==> src/rtl/mult_6x6.sv <==
// Unsigned 6x6 Vedic (Urdhva Tiryagbhyam) multiplier with registered 12-bit product.
// Define MULT_6X6_PIPE_EN to register the sub-products as well (latency 2 instead of 1).
module mult_6x6 (
  input  logic        clk,
  input  logic        rst_n,
  input  logic        in_valid,
  input  logic [5:0]  A,
  input  logic [5:0]  B,
  output logic        out_valid,
  output logic [11:0] p
);

  function automatic logic [1:0] ha(input logic x, input logic y);
    return {x & y, x ^ y};
  endfunction

  function automatic logic [1:0] fa(input logic x, input logic y, input logic z);
    return {(x & y) | (x & z) | (y & z), x ^ y ^ z};
  endfunction

  // 3x3 vertical/crosswise columns; each result is {carry, sum}, carries ripple upward
  function automatic logic [5:0] vedic3(input logic [2:0] a, input logic [2:0] b);
    logic [1:0] c1, c2a, c2b, c3a, c3b, c4;
    c1  = ha(a[1] & b[0], a[0] & b[1]);
    c2a = fa(a[2] & b[0], a[1] & b[1], a[0] & b[2]);
    c2b = ha(c2a[0], c1[1]);
    c3a = fa(a[2] & b[1], a[1] & b[2], c2a[1]);
    c3b = ha(c3a[0], c2b[1]);
    c4  = fa(a[2] & b[2], c3a[1], c3b[1]);
    return {c4[1], c4[0], c3b[0], c2b[0], c1[0], a[0] & b[0]};
  endfunction

  function automatic logic [11:0] recombine(input logic [5:0] q0, input logic [5:0] q1,
                                            input logic [5:0] q2, input logic [5:0] q3);
    logic [6:0] mid;
    mid = {1'b0, q1} + {1'b0, q2};
    return {6'b000000, q0} + {2'b00, mid, 3'b000} + {q3, 6'b000000};
  endfunction

  logic [5:0]  w_q0, w_q1, w_q2, w_q3;
  logic [11:0] w_p;
  logic        w_v;
  logic [11:0] r_p;
  logic        r_v;

  assign w_q0 = vedic3(A[2:0], B[2:0]);
  assign w_q1 = vedic3(A[5:3], B[2:0]);
  assign w_q2 = vedic3(A[2:0], B[5:3]);
  assign w_q3 = vedic3(A[5:3], B[5:3]);

`ifdef MULT_6X6_PIPE_EN
  logic [5:0] r_q0, r_q1, r_q2, r_q3;
  logic       r_v1;

  // First stage: capture the four sub-products and their valid bit
  always_ff @(posedge clk or negedge rst_n) begin
    if (!rst_n) begin
      r_q0 <= 6'd0;
      r_q1 <= 6'd0;
      r_q2 <= 6'd0;
      r_q3 <= 6'd0;
      r_v1 <= 1'b0;
    end else begin
      r_q0 <= w_q0;
      r_q1 <= w_q1;
      r_q2 <= w_q2;
      r_q3 <= w_q3;
      r_v1 <= in_valid;
    end
  end

  assign w_p = recombine(r_q0, r_q1, r_q2, r_q3);
  assign w_v = r_v1;
`else
  assign w_p = recombine(w_q0, w_q1, w_q2, w_q3);
  assign w_v = in_valid;
`endif

  // Output stage: product only advances on a valid pair, otherwise holds
  always_ff @(posedge clk or negedge rst_n) begin
    if (!rst_n) begin
      r_p <= 12'h000;
      r_v <= 1'b0;
    end else begin
      r_v <= w_v;
      if (w_v) begin
        r_p <= w_p;
      end else begin
        r_p <= r_p;
      end
    end
  end

  assign p         = r_p;
  assign out_valid = r_v;

endmodule

==> config.mk <==
export PLATFORM = sky130hd
export DESIGN_NAME = mult_6x6
export DESIGN_NICKNAME = d
export VERILOG_FILES = /design/src/rtl/mult_6x6.sv
export SDC_FILE = /design/constraint.sdc
export NUM_CORES = 1
export LEC_CHECK = 0
export ABC_AREA = 1
export CORE_ASPECT_RATIO = 1.75
export CORE_MARGIN = 4
export CORE_UTILIZATION = 40
export CTS_CLUSTER_SIZE = 14
export DETAILED_ROUTE_END_ITERATION = 7
export GPL_TIMING_DRIVEN = 0
export SYNTH_ARGS = -nofsm -noshare
export SYNTH_HDL_FRONTEND = slang
export SYNTH_SLANG_ARGS = --single-unit
==> constraint.sdc <==
create_clock -name clk -period 0.8 [get_ports clk]
set_clock_uncertainty 0.1 [all_clocks]
set_input_delay 0.16 -clock clk [delete_from_list [all_inputs] [get_ports clk]]
set_output_delay 0.16 -clock clk [all_outputs]
set_load 0.05 [all_outputs]
==> flow_metrics.tcl <==
set metrics [dict create \
    powerDensity_mw_per_mm2 2127 \
    start_util_pct 41.60 \
    status "complete, but fails checks" \
    p_int_mw 2.809 \
    synth_fp_nets 296 \
    rows 31 \
    pin_count 28 \
    start_kind "input port" \
    max_slew_margin_pct 65.22 \
    routed_wl_um 3869 \
    final_cells 327 \
    htree_levels 1 \
    p_switching_mw 2.354 \
    peakVddDrop_uv 2513 \
    synth_area_mm2 0.001727 \
    cp_cell_sequence "buf_12 -> nand2_4 -> inv_2 -> fa_2 -> inv_2 -> fa_1 -> inv_1 -> ha_2 -> inv_2 -> fa_1 -> inv_2 -> ha_4 -> nand2_2 -> or2_1 -> nand4_1 -> nand2_2 -> ha_4 -> nand2_2 -> nor2_1 -> nand3_1 -> nand2_1 -> nand2_1 -> nand3_1 -> nand2_1" \
    hold_viol 14 \
    drc 0 \
    viasPerCell 4.725 \
    worstRegToRegCells 2 \
    ant_nets 0 \
    period_share_pct 434.4 \
    grt_pass1_wl_um 6527 \
    clockRootBuffer "clkbuf_8" \
    grt_max_degree 14 \
    fp.dieW_um 57.67 \
    slew_viol_final 0 \
    fmax_ghz 0.2878 \
    grt-ovfl-total 0 \
    power_mw 5.163 \
    drt-initial-drc-count 25 \
    cp.required_ps 820 \
    die_area_mm2 0.005473 \
    ys_ff_latch 13 \
    track_usage_pct 15.50 \
    cp-end-kind "flop" \
    wl_per_cell_um 11.83 \
    fin_ws_ps -2675 \
    rsz0062_at_grt "yes" \
    synth.distinct_cells 21 \
    violations "negative hold slack, negative setup slack" \
    antenna_found_initial 0 \
    mostFrequentLayoutCells "nand2_1 (73), inv_1 (42), buf_6 (23)" \
    place_inst 318 \
    layout_commonest_cell "nand2_1" \
    critPathTopFamily "adder cells" \
    cpMostUsedCell "inv_2" \
    cp_slowest_cell "fa_1" \
    pwr-share-seq_pct 19.5 \
    fin_nets 333 \
    fp.dieH_um 94.92 \
    place_ws_ps -3594 \
    clkPwrFrac_pct 10.6 \
    avgSynthCellArea_um2 7.135 \
    core_mm2 0.004150 \
    cts_sinks 13 \
    hold_ws_ps -95.28 \
    num_antenna_cells 0 \
    synth-seq-area-share_pct 18.84 \
    dp_hpwl_um 3217 \
    cp.depth 24 \
    io_buffers 27 \
    postSynthCellCount 242 \
    crit_fanout 4 \
    p_leak_nw 1.351 \
    critPathKind "input port to flop" \
    clk_latency_ps 230 \
    period_needed_ps 3475 \
    vias 1545 \
    utilization_pct 58.49 \
    first_global_vias 1476 \
    comb_power_share_pct 69.8 \
    clk_pin_slew_ps 50 \
    drive_gt1_share_pct 35.97 \
    tightest_slew_ps 521.7 \
    dr.pass1.iters 4 \
    setup_viol 23 \
    crit_path_max_incr_delay_ps 480 \
    p_sw_share_pct 45.59 \
    cts_tree "built" \
    cp_num_buf_inv 6 \
    cts.path.max_buffers 2 \
    cts_buffers 3 \
    critPathArrivalTime_ps 3500 \
    yosysWarnings 0 \
    maxCapViolations 0 \
    hp-class "input port to asynchronous set/reset pin" \
    area_growth_pct 40.58 \
    routabilityCongestion 0.7651 \
]
## registers in the layout, summed over array words and instances (netlist names)
name,cells
p,12
out_valid,1
## synth_stat cells
master    number  area [um^2]
a21oi_1        6        30.03
and2_4         1        8.760
buf_2          1        5.000
buf_6          1        11.26
dfrtp_1       13        325.3
fa_1          14        280.3
ha_1          25        312.8
inv_1         53        198.9
inv_2          1        3.750
nand2_1       88        330.3
nand2_2        1        6.260
nand3_1       13        65.06
nand3b_1       3        22.52
nand4_1        2        12.51
nor2_1         8        30.03
o21ai_1        4        20.02
o21bai_1       1        7.510
or2_1          2        12.51
or2_4          1        8.760
xnor2_1        2        17.52
xor2_1         2        17.52
## cell families after synthesis
family,synth area share [%]
AOI/OAI and AO/OA,3.334
buffers and inverters,12.68
and+or+nand+nor,28.77
adders and majority gates,34.35
DFF,18.84
xor gates and xnor gates,2.029
## stage by stage
step | setup TNS [ps] | instance area [um^2]
after floorplan | -19680 | 1882
after global placement | -40270 | 2213
after detailed placement | -40270 | 2213
after CTS | -22940 | 2337
after global routing | -24490 | 2427
final | -23020 | 2427
## power by group through the flow
stage / registers [mW] / logic, mW / clock network [mW]
5_1_grt: 1.04 / 3.97 / 0.618
2_1_floorplan: 1.65 / 1.67 / 0
3_5_place_dp: 0.986 / 3.18 / 0
4_1_cts: 1.01 / 3.37 / 0.573
6_report: 1.01 / 3.61 / 0.549
3_3_place_gp: 0.982 / 3.15 / 0
## routing by layer
| metal | track usage (%) | up-vias | part of all wire (%) |
|---|---|---|---|
| li1 | - | 805 | - |
| met1 | 18.05 | 716 | 40 |
| met2 | 28.96 | 22 | 57 |
| met3 | 0.8208 | 2 | 2.1 |
| met4 | 5.803 | 0 | 0.88 |
| met5 | 0 | - | 0 |
## final cells by class
cell class / instances / area [um^2]
plain buffers: 2 / 18.77
clock buffers: 4 / 45.04
fillers: 392 / 1723
inverters: 54 / 202.7
multi-input cells: 173 / 1398
flip-flops and latches: 13 / 340.3
well taps: 49 / 61.31
repair buffers: 32 / 361.6
## timing repair
item                                    in CTS  in global routing
gates cloned                                 0                  0
buffers inserted                             3                  2
endpoints found under the hold margin       13                 14
gates resized for setup                    181                 21
endpoints found under the setup margin      30                 25
pin swaps                                   13                  9
## final timing paths
| check | start | endpoint | slack [ps] |
|---|---|---|---|
| max | B[5] | p[11] | -2670 |
| max in group asynchronous | rst_n | p[11] | 320 |
| min reg2reg | p[11] | p[11] | 400 |
| min in group clk | in_valid | out_valid | -10 |
| max reg2reg | p[5] | p[5] | 50 |
| min | rst_n | p[2] | -100 |
Power figures use the tool's default switching activity.
